## config.mk

```make
export PLATFORM = sky130hd
export DESIGN_NAME = pico_io_responder
export DESIGN_NICKNAME = d
export VERILOG_FILES = /design/src/rtl/pico_io_responder.sv
export SDC_FILE = /design/constraint.sdc
export NUM_CORES = 1
export LEC_CHECK = 0
export BUFFER_PORTS_ARGS = -buffer_cell sky130_fd_sc_hd__buf_4
export CORE_MARGIN = 8
export CORE_UTILIZATION = 44
export CTS_CLUSTER_SIZE = 20
export DETAILED_ROUTE_END_ITERATION = 7
export SLEW_MARGIN = 20
export SYNTH_ARGS = -nofsm -noshare
export SYNTH_HDL_FRONTEND = slang
export SYNTH_SLANG_ARGS = --single-unit
```

## constraint.sdc

```tcl
create_clock -name clk -period 2.8 [get_ports clk]
set_input_delay 0.14 -clock clk [delete_from_list [all_inputs] [get_ports clk]]
set_output_delay 0.14 -clock clk [all_outputs]
set_load 0.01 [all_outputs]
```

## src/rtl/pico_io_responder.sv

```systemverilog
// pico_io_responder: port-mapped peripheral on the KCPSM6 I/O bus.
// Holds two output registers (out_a, out_b), a receive FIFO filled from
// fabric logic, a control/status pair and a level interrupt (ie & !empty).
// Optional build macro: PICO_IO_TIMER_EN adds a free-running 16-bit cycle
// counter readable on port 0x05 (low byte) with a high-byte snapshot on 0x06.
module pico_io_responder #(
   parameter int FIFO_DEPTH = 16
) (
   input  logic       clk,
   input  logic       cpu_reset,
   input  logic [7:0] port_id,
   input  logic [7:0] out_port,
   input  logic       write_strobe,
   input  logic       k_write_strobe,
   input  logic       read_strobe,
   output logic [7:0] in_port,
   output logic       interrupt,
   output logic [7:0] out_a,
   output logic [7:0] out_b,
   input  logic [7:0] rx_data,
   input  logic       rx_valid,
   output logic       rx_ready
);

   localparam int AW = (FIFO_DEPTH > 1) ? $clog2(FIFO_DEPTH) : 1;
   localparam int CW = AW + 1;
   localparam logic [CW-1:0] FULL_COUNT = CW'(FIFO_DEPTH);

   logic [7:0]    mem [FIFO_DEPTH];
   logic [AW-1:0] wr_ptr_reg, wr_ptr_next;
   logic [AW-1:0] rd_ptr_reg, rd_ptr_next;
   logic [CW-1:0] count_reg, count_next;
   logic          ie_reg, ie_next;
   logic          ovf_reg, ovf_next;
   logic          irq_reg;
   logic [7:0]    out_a_reg, out_a_next;
   logic [7:0]    out_b_reg, out_b_next;
   logic [7:0]    in_port_reg, rd_data_next;

   logic          empty, full;
   logic          ctrl_wr, flush, ovf_clr, ovf_set;
   logic          do_push, do_pop;
   logic          a_wr, b_wr;
   logic [7:0]    timer_lo, timer_snap;
   logic          unused_ctrl_bits;

   assign empty    = (count_reg == '0);
   assign full     = (count_reg == FULL_COUNT);
   assign rx_ready = !full;

   // The control register only defines bits [2:0]; the rest are don't-care.
   assign unused_ctrl_bits = ^out_port[7:3];

`ifdef PICO_IO_TIMER_EN
   logic [15:0] timer_reg;
   logic [7:0]  snap_reg;

   // Free-running cycle counter; reading the low byte captures the high byte.
   always_ff @(posedge clk) begin
      if (cpu_reset) begin
         timer_reg <= '0;
         snap_reg  <= '0;
      end else begin
         timer_reg <= timer_reg + 16'd1;
         if (read_strobe && (port_id == 8'h05)) begin
            snap_reg <= timer_reg[15:8];
         end
      end
   end

   assign timer_lo   = timer_reg[7:0];
   assign timer_snap = snap_reg;
`else
   assign timer_lo   = 8'h00;
   assign timer_snap = 8'h00;
`endif

   // Bus decode and next-state computation for registers, FIFO and flags.
   always_comb begin
      ctrl_wr = write_strobe && (port_id == 8'h04);
      flush   = ctrl_wr && out_port[1];
      ovf_clr = ctrl_wr && out_port[0];
      // A flush drops any same-cycle push without counting it as overflow.
      ovf_set = rx_valid && full && !flush;
      do_push = rx_valid && !full && !flush;
      do_pop  = read_strobe && (port_id == 8'h03) && !empty && !flush;

      // write_strobe takes priority; OUTPUTK only sees the low nibble.
      if (write_strobe) begin
         a_wr = (port_id == 8'h00);
         b_wr = (port_id == 8'h01);
      end else begin
         a_wr = k_write_strobe && (port_id[3:0] == 4'h0);
         b_wr = k_write_strobe && (port_id[3:0] == 4'h1);
      end

      out_a_next = a_wr ? out_port : out_a_reg;
      out_b_next = b_wr ? out_port : out_b_reg;
      ie_next    = ctrl_wr ? out_port[2] : ie_reg;

      // A new overflow event in the same cycle as a clear is kept.
      ovf_next = ovf_reg;
      if (ovf_clr) ovf_next = 1'b0;
      if (ovf_set) ovf_next = 1'b1;

      wr_ptr_next = wr_ptr_reg;
      rd_ptr_next = rd_ptr_reg;
      count_next  = count_reg;
      if (flush) begin
         wr_ptr_next = '0;
         rd_ptr_next = '0;
         count_next  = '0;
      end else begin
         if (do_push) wr_ptr_next = wr_ptr_reg + AW'(1);
         if (do_pop)  rd_ptr_next = rd_ptr_reg + AW'(1);
         case ({do_push, do_pop})
            2'b10:   count_next = count_reg + CW'(1);
            2'b01:   count_next = count_reg - CW'(1);
            default: count_next = count_reg;
         endcase
      end

      // Read mux uses the state before this edge's update.
      case (port_id)
         8'h00:   rd_data_next = out_a_reg;
         8'h01:   rd_data_next = out_b_reg;
         8'h02:   rd_data_next = {3'b000, ie_reg, ovf_reg, full, !empty, 1'b1};
         8'h03:   rd_data_next = empty ? 8'h00 : mem[rd_ptr_reg];
         8'h05:   rd_data_next = timer_lo;
         8'h06:   rd_data_next = timer_snap;
         default: rd_data_next = 8'h00;
      endcase
   end

   // FIFO storage: write-only port here, read through the in_port register.
   always_ff @(posedge clk) begin
      if (do_push && !cpu_reset) begin
         mem[wr_ptr_reg] <= rx_data;
      end
   end

   // Architectural state, read-data register and registered interrupt.
   always_ff @(posedge clk) begin
      if (cpu_reset) begin
         wr_ptr_reg  <= '0;
         rd_ptr_reg  <= '0;
         count_reg   <= '0;
         ie_reg      <= 1'b0;
         ovf_reg     <= 1'b0;
         irq_reg     <= 1'b0;
         out_a_reg   <= 8'h00;
         out_b_reg   <= 8'h00;
         in_port_reg <= 8'h00;
      end else begin
         wr_ptr_reg  <= wr_ptr_next;
         rd_ptr_reg  <= rd_ptr_next;
         count_reg   <= count_next;
         ie_reg      <= ie_next;
         ovf_reg     <= ovf_next;
         irq_reg     <= ie_next && (count_next != '0);
         out_a_reg   <= out_a_next;
         out_b_reg   <= out_b_next;
         in_port_reg <= rd_data_next;
      end
   end

   assign in_port   = in_port_reg;
   assign interrupt = irq_reg;
   assign out_a     = out_a_reg;
   assign out_b     = out_b_reg;

endmodule

```

# Yosys cells after proc, flatten, opt, wreduce, memory -nomap -nowiden
# Memories as Yosys holds them, arrays and structs flattened. A register that Yosys moved wholly into a read port is not among the register bits.
# Cells that the tools add are included.
dict set report classes {
  reduce_logical 24
  eq_ne 8
  mux 13
  add_sub_neg 4
}
# cell count
set ops {}
lappend ops {{$pmux 8 s4} 1}
lappend ops {{$eq 8x2->1 const B} 2}
lappend ops {{$logic_and 1x1->1} 14}
lappend ops {{$pmux 5 s2} 1}
lappend ops {{$add 4x1->4 const B} 2}
lappend ops {{$eq 8x1->1 const B} 1}
lappend ops {{$eq 8x3->1 const B} 1}
lappend ops {{$logic_not 8->1} 1}
lappend ops {{$mux 4} 2}
lappend ops {{$mux 8} 1}
lappend ops {{$mux 1} 7}
lappend ops {{$add 5x1->5 const B} 1}
lappend ops {{$eq 5x5->1 const B} 1}
lappend ops {{$logic_not 5->1} 1}
lappend ops {{$mux 5} 1}
lappend ops {{$reduce_bool 5->1} 1}
lappend ops {{$sub 5x1->5 const B} 1}
lappend ops {{$eq 4x1->1 const B} 1}
lappend ops {{$logic_not 1->1} 4}
lappend ops {{$logic_not 4->1} 1}
lappend ops {{$eq 2x1->1 const B} 1}
lappend ops {{$eq 2x2->1 const B} 1}
lappend ops {{$reduce_bool 2->1} 1}
lappend ops {{$reduce_or 2->1} 1}
dict set report word_totals {
  memories 1
  mem_bits_rw 128
  reg_bits 40
  word_cells 59
  output_inout_bits 26
  input_bits 30
}
# memory depth word_bits read_ports rd_ports_with_merged_regs wr line_no
set mem_list {}
lappend mem_list {mem 16 8 1 1 1 29} ;# logic [7:0] mem [FIFO_DEPTH];

# Depth between registers and ports, before layout
# Gate-level depths: netlist of the first run.
dict set report depth {
  ltp_word 10
  ltp_mapped 15
  mapped_depth_nobuf 12
}

# Least setup slack after synthesis of the first run
# No wires, ideal clock.
dict set report synth_timing {
  path_type {flip-flop to flip-flop}
  start {reg count_reg[1]}
  end {reg irq_reg (netlist: interrupt)}
  arrival_ps 2756
  period_less_slack_ps 2893
  path_buffers 3
  path_stages_with_launch 16
  setup_ps 137
  required_time_ps 2663
  path_slack_ps -93
  path_cell_list {dfxtp_1 -> clkbuf_2 -> nor4_1 -> nand2_1 -> and3_1 -> buf_2 -> inv_1 -> ha_1 -> clkbuf_1 -> xor2_1 -> ha_1 -> a21oi_1 -> nor2b_1 -> o221ai_1 -> xor2_1 -> a41oi_1}
}
dict set report synth_between {
  elab_chain_cells 9
  elab_cells_between_ends 16
  classes_between {add/sub (2); eq/ne (3); mux (2); reduce/logical (9)}
}
# item line_no
set synth_lines {}
lappend synth_lines {{start: declaration} 32} ;# logic [CW-1:0] count_reg, count_next;
lappend synth_lines {{start signal: assignment} 157} ;# count_reg <= count_next;
lappend synth_lines {{$eq 5x5->1 *} 48} ;# assign full = (count_reg == FULL_COUNT);
lappend synth_lines {{$logic_not 1->1 *} -}
lappend synth_lines {{via rx_ready} 22} ;# output logic rx_ready
lappend synth_lines {{$logic_and 1x1->1 * (2 in series)} 85} ;# do_push = rx_valid && !full && !flush;
lappend synth_lines {{$eq 2x1->1 or $eq 2x2->1 (tied branches)} 116} ;# case ({do_push, do_pop})
lappend synth_lines {{$pmux 5 s2 *} 116}
lappend synth_lines {{$mux 5 *} 109} ;# if (flush) begin
lappend synth_lines {{$reduce_bool 5->1 *} 160} ;# irq_reg <= ie_next && (count_next != '0);
lappend synth_lines {{$logic_and 1x1->1 *} 160}
lappend synth_lines {{end signal: assignment} 160}
lappend synth_lines {{end: declaration} 35} ;# logic irq_reg;
# The timed path passes the listed nets; every way through them passes the cells marked *.
# A chain may end at the register's enable or synchronous reset.

# Final worst setup path of the first run
dict set report layout_timing {
  start {reg count_reg[3]}
  end {reg irq_reg (netlist: interrupt)}
}
dict set report layout_between {
  elab_chain_cells 9
  elab_cells_between_ends 16
  classes_between {add/sub (2); eq/ne (3); mux (2); reduce/logical (9)}
}
# item line_no
set layout_lines {}
lappend layout_lines {{$eq 5x5->1 or $logic_not 5->1 (tied branches)} {48, 47}}
lappend layout_lines {{$logic_not 1->1, on equally long branches} {85, 86}}
lappend layout_lines {{$logic_and 1x1->1, on equally long branches (2 in series)} {85, 86}}
lappend layout_lines {{$eq 2x1->1 or $eq 2x2->1 (tied branches)} 116}
lappend layout_lines {{$pmux 5 s2 *} 116}
lappend layout_lines {{$mux 5 *} 109}
lappend layout_lines {{$reduce_bool 5->1 *} 160}
lappend layout_lines {{$logic_and 1x1->1 *} 160}
# Mark *: on every way between the ends. The rest lies on a longest branch, timed or not.

==> impl_results.md, run 1 <==
- Die Width: 142 µm
- CTS Buf Count: 17
- Grt ovf: 0
- Hold Crit Endpoint: mem[10][1]
- Reg clk slew, reported paths: 0.07 ns
- Final slew viol count: 0
- Post-synthesis sequential area ratio: 0.675
- Clock Latency Late Sink: 0.43 ns
- Max_slew headroom: 0.635
- Post-Synthesis Cells: 442
- Slowest cell delay on critical path: 0.36 ns
- Die H: 142 µm
- Share of cells above drive strength 1: 0.307
- Critical Path RT: 3.09 ns
- Drt wl/cell: 19.7 µm
- Gpl congestion: 0.777
- Setup slack, reg-to-reg: 0.20 ns
- CTS tree: yes
- Clock sinks: 172
- Post-synthesis instance area: 7000 µm²
- Hold WC Path Type: in2reg
- Pre-CTS WS: 0.110 ns
- Dpl cell area: 7820 µm²
- Row count: 46
- Min Clock Period, post-route: 2.60 ns
- Root Buffer: clkbuf_16
- Final Core Density: 0.542
- DRC errors left: 0
- GRT Util Overall: 0.156
- YS warnings: 0
- Critical path endpoint category: register
- Max clock buf depth: 2
- Period Utilization, post-route: 0.929
- Via/cell ratio: 5.22
- Max Fclk: 384 MHz
- Synth unique cells: 49
- Ys async rst share: 0
- Biggest register: mem
- DP Wirelength: 10.1 mm
- Worst r2r src: count_reg[3]
- WHS Path Cells: 1
- DRT iter0 DRCs: 220
- Final net count: 570
- Cell Chain, Critical Path: nor4_4 > nand2_1 > and3_1 > inv_1 > ha_1 > xor2_1 > ha_1 > a21oi_1 > nor2b_1 > o221ai_1 > xor2_1 > a41oi_1
- DR vias: 3964
- Syn_nets: 480
- ANT nets after route: 0
- Number of diodes: 0
- Final Instance Area: 8510 µm²
- Hold wc startpoint: rx_data[1]
- Synth Flop Type: edfxtp_1
- Final setup TNS: 0 ns
- Core Region: 15700 µm²
- Max VDD drop: 476 µV
- First-pass GRT wire length: 23.3 mm
- Crit Path Class: reg2reg
- Power Density: 629 nW/µm²
- Max-cap viol count: 0
- Outcome: finished, final reports clean
- Slowest-stage cell, CP: dfxtp_1
- Port Buf Inserts: 55
- Number of synthesized flops with an enable pin: 128
- Die Area: 20200 µm²
- Critical path data arrival time: 2.90 ns
- Total power: 5.35 mW
- PnR worst setup slack: 0.198 ns
- CP max FO: 5
- Initial DRT Pass Iterations: 4
- CTS HTree Levels: 4
- Layout fillers: 1279
- Pin count of the biggest net entering global routing: 33
- #FFs+latches synth: 172
- Count of final setup violators: 0
- Number of hold violations in the final report: 0
- Avg Cell Area, Syn: 15.8 µm²
- P&R area growth vs syn: 21.7%
- FF-to-FF End: interrupt
- Top-Level Pins: 56
- Starting density of the core: 0.445
- Total Routed Length: 15.0 mm
- Crit path launch type: register
- P_leak: 2.91 nW
- Tightest Pin Transition: 0.548 ns
- Clock Skew: 0.00783 ns
- Initial antenna violation count: 0
- Max reg flops: 128
- Worst reg2reg path depth: 12
- Vias in the first global route: 4077
power breakdown:
group	internal [mW]	leakage, nW	switching (mW)
Sequential	2.76	1.51	0.0125
Clock	1.41	0.284	0.963
Combinational	0.0941	1.12	0.119
Total	4.26	2.91	1.09
synthesized netlist by cell type, types with 7 or more instances:
cell	number	area (µm²)
dfxtp_1	44	881
xor2_1	7	61.3
nor2_1	56	210
buf_2	8	40.0
mux2i_1	30	300
a21oi_1	7	35.0
nand3_1	8	40.0
ha_1	8	100
edfxtp_1	128	3840
nand2_1	13	48.8
clkbuf_1	7	26.3
mux4_2	32	721
metrics by stage:
stage,hold slack (ns),cells
CTS,0.000676,760
floorplan,0.239,442
global route,0.0224,760
global placement,0.388,721
detailed placement,0.395,721
finish,0.0189,760
cells in the final DEF (no fill, tap or decap), types with 2 or more instances in the layout:
cell	instances
edfxtp_1	128
buf_4	86
nor2_1	56
dfxtp_1	43
mux4_2	32
mux2i_1	30
clkbuf_16	17
nand2_1	13
nand3_1	8
ha_1	8
dlygate4sd3_1	8
xor2_1	7
a21oi_1	7
inv_1	6
and3_1	6
nand2b_1	6
o21ai_0	6
xnor2_1	6
nand4_1	5
o22ai_1	5
nor2b_1	5
mux2_2	4
a22oi_1	4
nor4b_2	3
bufinv_16	3
inv_6	3
nor4_4	2
nand3b_1	2
a31oi_1	2
o21ai_2	2
a211oi_1	2
nor4b_1	2
clkbuf_1	2
clkinvlp_4	2
cell families (layout without fill, tap and decap cells):
family                     count (synthesis)  count (layout)  synth area share
adders and majority gates                  8               8            0.0143
AOI/OAI and AO/OA                         35              35            0.0338
xor gates and xnor gates                  13              13            0.0163
muxes                                     66              66             0.152
DFF                                      172             172             0.675
and+or+nand+nor                          118             118            0.0867
buffers and inverters                     30             132            0.0211
worst max-delay path, delay by kind of cell (launching register included):
| kind | cells | cell delay, ns |
|---|---|---|
| compound gates | 3 | 0.50 |
| buf+inv | 1 | 0.13 |
| simple gates | 4 | 0.79 |
| fa+ha+maj | 2 | 0.38 |
| xor+xnor | 2 | 0.32 |
| flops | 1 | 0.36 |
layer usage:
| metal | vias up | global-route usage | part of all wire |
|---|---|---|---|
| met1 | 1971 | 0.192 | 0.44 |
| li1 | 1873 | - | - |
| met3 | 21 | 0.0389 | 0.056 |
| met4 | 0 | 0.0695 | 0.017 |
| met2 | 99 | 0.255 | 0.49 |
| met5 | - | 0 | 0 |
cell type report:
| cell class | instances | area (µm²) | share of cell area |
|---|---|---|---|
| flip-flops and latches | 172 | 4730 | 0.555 |
| multi-input cells | 240 | 2150 | 0.253 |
| repair buffers | 95 | 746 | 0.0876 |
| clock buffers | 19 | 433 | 0.0509 |
| well taps | 216 | 270 | 0.0318 |
| clock inverters | 12 | 160 | 0.0188 |
| inverters | 6 | 22.5 | 0.00265 |
worst max path at each step:
stage	slack, ns	from	cells after the start	endpoint
global placement	0.22	count_reg[3]	12	interrupt
detailed placement	0.11	count_reg[3]	12	interrupt
CTS	0.08	count_reg[3]	12	interrupt
floorplan	0.008	count_reg[1]	15	interrupt
global route	-0.03	count_reg[3]	12	interrupt
finish	0.20	count_reg[3]	12	interrupt
repair_timing:
action | 4_1_cts | 5_1_grt
setup buffers | 0 | 0
hold endpoints to repair | 16 | 0
gates resized for setup | 0 | 3
hold buffers | 8 | 0
endpoints found under the setup margin | 0 | 4
Power figures use the tool's default switching activity.
==> run 2: changes to the inputs <==
==> constraint.sdc (replaced) <==
create_clock -name clk -period 2.8 [get_ports clk]
set_input_delay 0.14 -clock clk [delete_from_list [all_inputs] [get_ports clk]]
set_output_delay 0.14 -clock clk [all_outputs]
set_load 0.005 [all_outputs]
==> run 2 against run 1 <==
Compared with the run above:
- clock skew is 0.0026 ns higher
- cell count unchanged
- design area unchanged
- flip-flop and latch count unchanged
- via count fell by 0.71%
==> impl_results.md, run 2 (synthesis results as in run 1) <==
- Core Region: 15700 µm² (unchanged)
- Root Buffer: clkbuf_16 (unchanged)
- Bufs and invs on worst path: 0 (was 1)
- Vias in the first global route: 4159 (was 4077)
- Critical path data arrival time: 2.82 ns (was 2.90 ns)
- DR vias: 3936 (was 3964)
- Final net count: 569 (was 570)
- Initial antenna violation count: 0 (unchanged)
- P&R area growth vs syn: 21.7% (unchanged)
- Critical path endpoint category: register (unchanged)
- Die H: 142 µm (unchanged)
- Clock Latency Late Sink: 0.43 ns (about the same)
- Port Buf Inserts: 55 (unchanged)
- Max Fclk: 399 MHz (was 384 MHz)
- Cell Chain, Critical Path: nor4_2 > nor2b_1 > nor3_2 > ha_1 > xor2_1 > ha_1 > a21oi_1 > nor2b_1 > o221ai_1 > xor2_1 > a41oi_1 (was nor4_4 > nand2_1 > and3_1 > inv_1 > ha_1 > xor2_1 > ha_1 > a21oi_1 > nor2b_1 > o221ai_1 > xor2_1 > a41oi_1)
- Max clock buf depth: 2 (unchanged)
- Top-Level Pins: 56 (unchanged)
- CTS tree: yes (unchanged)
- Hold wc startpoint: rx_data[2] (was rx_data[1])
- Worst hold slack: 0.0154 ns (was 0.0189 ns)
- Drt wl/cell: 19.6 µm (was 19.7 µm)
- First-pass GRT wire length: 23.4 mm (was 23.3 mm)
- Via/cell ratio: 5.18 (was 5.22)
- Count of final setup violators: 0 (unchanged)
- Most frequent cells in the layout: edfxtp_1 (128), buf_4 (83), nor2_1 (56) (was edfxtp_1 (128), buf_4 (86), nor2_1 (56))
- Clock sinks: 172 (unchanged)
- Slowest cell delay on critical path: 0.36 ns (about the same)
- Number of diodes: 0 (unchanged)
- Min Clock Period, post-route: 2.51 ns (was 2.60 ns)
- Die Width: 142 µm (unchanged)
- Gpl congestion: 0.780 (was 0.777)
- Grt ovf: 0 (unchanged)
- Total power: 5.32 mW (was 5.35 mW)
- Power Density: 625 nW/µm² (was 629 nW/µm²)
- Final setup TNS: 0 ns (unchanged)
- P_leak: 2.90 nW (was 2.91 nW)
- Max reg flops: 128 (unchanged)
- Critical Path RT: 3.11 ns (was 3.09 ns)
- Slowest-stage cell, CP: nor4_2 (was dfxtp_1)
- CTS HTree Levels: 4 (unchanged)
- Max VDD drop: 493 µV (was 476 µV)
- Pin count of the biggest net entering global routing: 33 (unchanged)
- Layout fillers: 1272 (was 1279)
- Number of hold violations in the final report: 0 (unchanged)
- ANT nets after route: 0 (unchanged)
- CTS Buf Count: 17 (unchanged)
- CP max FO: 4 (was 5)
- Share of cells above drive strength 1: 0.309 (was 0.307)
- Initial DRT Pass Iterations: 5 (was 4)
- Post-CTS setup buffers: 0 (unchanged)
- Total Routed Length: 14.9 mm (was 15.0 mm)
- DRC errors left: 0 (unchanged)
- Reg clk slew, reported paths: 0.07 ns (about the same)
- Crit path launch: count_reg[3] (unchanged)
- Placed cells: 719 (was 721)
- Max_slew headroom: 0.597 (was 0.635)
- Most common cell after layout, fill and taps aside: edfxtp_1 (unchanged)
- Crit Path Class: reg2reg (unchanged)
- RSZ-0062 raised after global routing: no
- Period Utilization, post-route: 0.896 (was 0.929)
- Row count: 46 (unchanged)
- Max-cap viol count: 0 (unchanged)
- Fin cells: 760 (unchanged)
- Tightest Pin Transition: 0.604 ns (was 0.548 ns)
- GRT Util Overall: 0.157 (was 0.156)
- Worst path top cell family by delay: simple AND/OR/NAND/NOR gates (unchanged)
- DRT iter0 DRCs: 296 (was 220)
- Final slew viol count: 0 (unchanged)
- Crit path launch type: register (unchanged)
- Worst r2r src: count_reg[3] (unchanged)
- Starting density of the core: 0.445 (unchanged)
- Clock Skew: 0.0104 ns (was 0.00783 ns)
- Die Area: 20200 µm² (unchanged)
- Hold WC Path Type: in2reg (unchanged)
- DP Wirelength: 10.0 mm (was 10.1 mm)
- Biggest register: mem (unchanged)
- Outcome: finished, final reports clean (unchanged)
## run 2: cell types whose count changed in the layout (fill, tap and decap cells not counted), sizes merged
cell / before / now
clkinvlp: 2 / 3
inv: 10 / 14
dlygate4sd3: 8 / 9
clkbuf: 19 / 17
bufinv: 3 / 1
buf: 87 / 85
## run 2: final cells by class
| class | instances | area [µm²] | share of cell area |
|---|---|---|---|
| repair buffers | 94 | 753 | 0.0885 |
| clock buffers | 17 | 425 | 0.0500 |
| multi-input cells | 240 | 2140 | 0.252 |
| inverters | 6 | 22.5 | 0.00265 |
| well taps | 216 | 270 | 0.0318 |
| flip-flops and latches | 172 | 4730 | 0.555 |
| clock inverters | 15 | 171 | 0.0201 |
## run 2: repair_timing
item,CTS,global route
resized for setup,0,1
hold endpoints to repair,21,0
endpoints found under the setup margin,0,1
hold buffers,9,0
## run 2: final timing paths
check	to	slack [ns]	depth (start not counted)
hold reg to reg	ovf_reg	0.48	2
setup reg to reg	interrupt	0.29	11
hold / removal	mem[6][2]	0.02	1
setup / recovery	interrupt	0.29	11
## run 2: per-stage QoR
stage	utilization	instance area [µm²]	setup slack, ns
3_3_place_gp	0.498	7820	0.251
2_1_floorplan	-	7000	0.0625
3_5_place_dp	0.498	7820	0.220
5_1_grt	0.542	8510	0.0440
4_1_cts	0.541	8500	0.190
6_report	0.542	8510	0.291
## run 2: per-layer routing
| layer | share of wire | track usage | up-vias |
|---|---|---|---|
| li1 | - | - | 1865 |
| met1 | 0.43 | 0.194 | 1953 |
| met2 | 0.49 | 0.257 | 103 |
| met3 | 0.068 | 0.0480 | 15 |
| met4 | 0.012 | 0.0509 | 0 |
| met5 | 0 | 0 | - |
## run 2: power breakdown
group / internal [mW] / total [mW] / switching [mW]
clock network: 1.27 / 2.35 / 1.07
registers: 2.75 / 2.77 / 0.0114
logic: 0.0941 / 0.211 / 0.117
==> run 3: changes to the inputs <==
Settings changed: CORE_UTILIZATION 44 to 47, CTS_BUF_LIST set to sky130_fd_sc_hd__clkbuf_8, HOLD_SLACK_MARGIN set to 0.06, PLACE_DENSITY set to 0.68.
==> run 3 against run 2 <==
Compared with the run above:
- clock power down 28%
- cell count down 2.1%
- register-to-register slack worse by 0.13 ns
- count of clock-buffer cells in the layout unchanged
- wire length down 2.3%
- critical path depth up 3
- die area down 5.7%
- hold slack better by 0.14 ns
- non-clock buffer count up 17
- sequential share of layout area up 0.44 points
- sequential power about the same
==> impl_results.md, run 3 (synthesis results as in run 1) <==
- P_leak: 2.90 nW (about the same)
- Final net count: 586 (was 569)
- Most common cell after layout, fill and taps aside: edfxtp_1 (unchanged)
- Bufs and invs on worst path: 3 (was 0)
- FF-to-FF End: interrupt (unchanged)
- Tightest Pin Transition: 0.565 ns (was 0.604 ns)
- Root Buffer: clkbuf_8 (was clkbuf_16)
- Critical path data arrival time: 3.03 ns (was 2.82 ns)
- DP Wirelength: 10.0 mm (about the same)
- Biggest register: mem (unchanged)
- Reg clk slew, reported paths: 0.09 ns (was 0.07 ns)
- Max Fclk: 369 MHz (was 399 MHz)
- Worst r2r src: count_reg[2] (was count_reg[3])
- Pin count of the biggest net entering global routing: 28 (was 33)
- Max-cap viol count: 0 (unchanged)
- Drt wl/cell: 19.6 µm (about the same)
- Row count: 44 (was 46)
- Power Density: 554 nW/µm² (was 625 nW/µm²)
- Count of final setup violators: 0 (unchanged)
- Total power: 4.68 mW (was 5.32 mW)
- Port Buf Inserts: 55 (unchanged)
- Share of cells above drive strength 1: 0.305 (was 0.309)
- Number of hold violations in the final report: 0 (unchanged)
- ANT nets after route: 0 (unchanged)
- Number of diodes: 0 (unchanged)
- Total Routed Length: 14.6 mm (was 14.9 mm)
- GRT Util Overall: 0.154 (was 0.157)
- First-pass GRT wire length: 23.0 mm (was 23.4 mm)
- Die Width: 138 µm (was 142 µm)
- Clock Skew: 0.0122 ns (was 0.0104 ns)
- Die Area: 19000 µm² (was 20200 µm²)
- Cell mode on critical path: xor2_1
- Max clock buf depth: 2 (unchanged)
- Crit path launch type: primary input (was register)
- Worst hold slack: 0.158 ns (was 0.0154 ns)
- Setup slack, reg-to-reg: 0.16 ns (was 0.29 ns)
- Initial DRT Pass Iterations: 4 (was 5)
- WHS Path Cells: 6 (was 1)
- Critical path endpoint category: register (unchanged)
- Slowest cell delay on critical path: 0.54 ns (was 0.36 ns)
- DRC errors left: 0 (unchanged)
- Slowest-stage cell, CP: dlygate4sd3_1 (was nor4_2)
- Grt ovf: 0 (unchanged)
- Vias in the first global route: 4242 (was 4159)
- Top-Level Pins: 56 (unchanged)
- CP max FO: 15 (was 4)
- Die H: 138 µm (was 142 µm)
- Initial antenna violation count: 0 (unchanged)
- Via/cell ratio: 5.43 (was 5.18)
- CTS Buf Count: 17 (unchanged)
- Final Core Density: 0.581 (was 0.542)
- CTS tree: yes (unchanged)
- Cell Chain, Critical Path: dlygate4sd3_1 > buf_4 > nor4b_4 > nand4_1 > and3_2 > inv_1 > ha_1 > xor2_1 > ha_2 > a21oi_2 > nor2b_1 > o221ai_1 > xor2_1 > a41oi_1 (was nor4_2 > nor2b_1 > nor3_2 > ha_1 > xor2_1 > ha_1 > a21oi_1 > nor2b_1 > o221ai_1 > xor2_1 > a41oi_1)
- Hold WC Path Type: in2reg (unchanged)
- DR vias: 4039 (was 3936)
- Critical Path Stages: 14 (was 11)
- Gpl congestion: 0.757 (was 0.780)
- Max_slew headroom: 0.623 (was 0.597)
- Crit path launch: port_id[1] (was count_reg[3])
- Most frequent cells in the layout: edfxtp_1 (128), buf_4 (85), nor2_1 (56) (was edfxtp_1 (128), buf_4 (83), nor2_1 (56))
- Starting density of the core: 0.481 (was 0.445)
- Core Region: 14500 µm² (was 15700 µm²)
- Clock Latency Late Sink: 0.45 ns (was 0.43 ns)
- Worst setup endpoint: interrupt (unchanged)
- Worst reg2reg path depth: 12 (was 11)
- Worst path top cell family by delay: simple AND/OR/NAND/NOR gates (unchanged)
- Layout fillers: 1125 (was 1272)
- P&R area growth vs syn: 20.8% (was 21.7%)
- Crit Path Class: in2reg (was reg2reg)
- Clock sinks: 172 (unchanged)
- Min Clock Period, post-route: 2.71 ns (was 2.51 ns)
- Period Utilization, post-route: 0.968 (was 0.896)
- CTS HTree Levels: 4 (unchanged)
- Max VDD drop: 411 µV (was 493 µV)
- Outcome: finished, final reports clean (unchanged)
- Critical Path RT: 3.12 ns (was 3.11 ns)
- Final slew viol count: 0 (unchanged)
- Max reg flops: 128 (unchanged)
- DRT iter0 DRCs: 227 (was 296)
-- run 3: worst reg2reg max path, delay by kind of cell (launching register included) --
family	cells	cell delay, ns
buffers and inverters	1	0.12
flip-flops	1	0.38
adder cells (fa/ha/maj)	2	0.42
AND/OR/NAND/NOR	4	0.85
AO/OA/AOI/OAI	3	0.35
XOR/XNOR	2	0.39
-- run 3: report_power, final --
group | switching, mW | leakage [nW] | internal, mW
logic | 0.116 | 1.19 | 0.102
clock network | 0.832 | 0.199 | 0.864
registers | 0.0167 | 1.51 | 2.75
total | 0.965 | 2.90 | 3.72
-- run 3: timing repair --
| item | in CTS | in global routing |
|---|---|---|
| hold endpoints to repair | 150 | 0 |
| buffers inserted | 0 | 1 |
| hold buffers | 25 | 0 |
| endpoints found under the setup margin | 0 | 4 |
| gates resized for setup | 0 | 10 |
-- run 3: worst min path at each step --
stage	from	endpoint	slack, ns
global route	port_id[2]	in_port[3]	0.17
floorplan	rx_data[0]	mem[0][0]	0.24
global placement	out_port[7]	out_b[7]	0.39
detailed placement	out_port[5]	out_a[5]	0.40
CTS	port_id[0]	interrupt	0.11
finish	port_id[2]	in_port[3]	0.16
-- run 3: routing by layer --
layer / track usage / part of all wire / routed length (µm)
met3: 0.0438 / 0.060 / 878
met4: 0.0481 / 0.013 / 191
met2: 0.254 / 0.48 / 6950
met1: 0.193 / 0.45 / 6540
met5: 0 / 0 / 0
-- run 3: final cells by class --
type                            instances  area (µm²)  share of cell area
Sequential cell                       172        4730               0.560
Multi-Input combinational cell        240        2170               0.257
Timing Repair Buffer                  111         908               0.107
Clock buffer                           17         234              0.0277
Tap cell                              184         230              0.0272
Clock inverter                         14         155              0.0184
Inverter                                6        22.5             0.00267
-- run 3: per-stage QoR --
stage / cell area, µm² / TNS (ns) / cells / worst slack, ns
6_report: 8450 / 0 / 744 / 0.0891
5_1_grt: 8450 / -0.00944 / 744 / -0.00944
4_1_cts: 8400 / 0 / 743 / 0.0212
3_5_place_dp: 7760 / 0 / 687 / 0.0490
3_3_place_gp: 7760 / 0 / 687 / 0.198
2_1_floorplan: 7000 / 0 / 442 / 0.0625
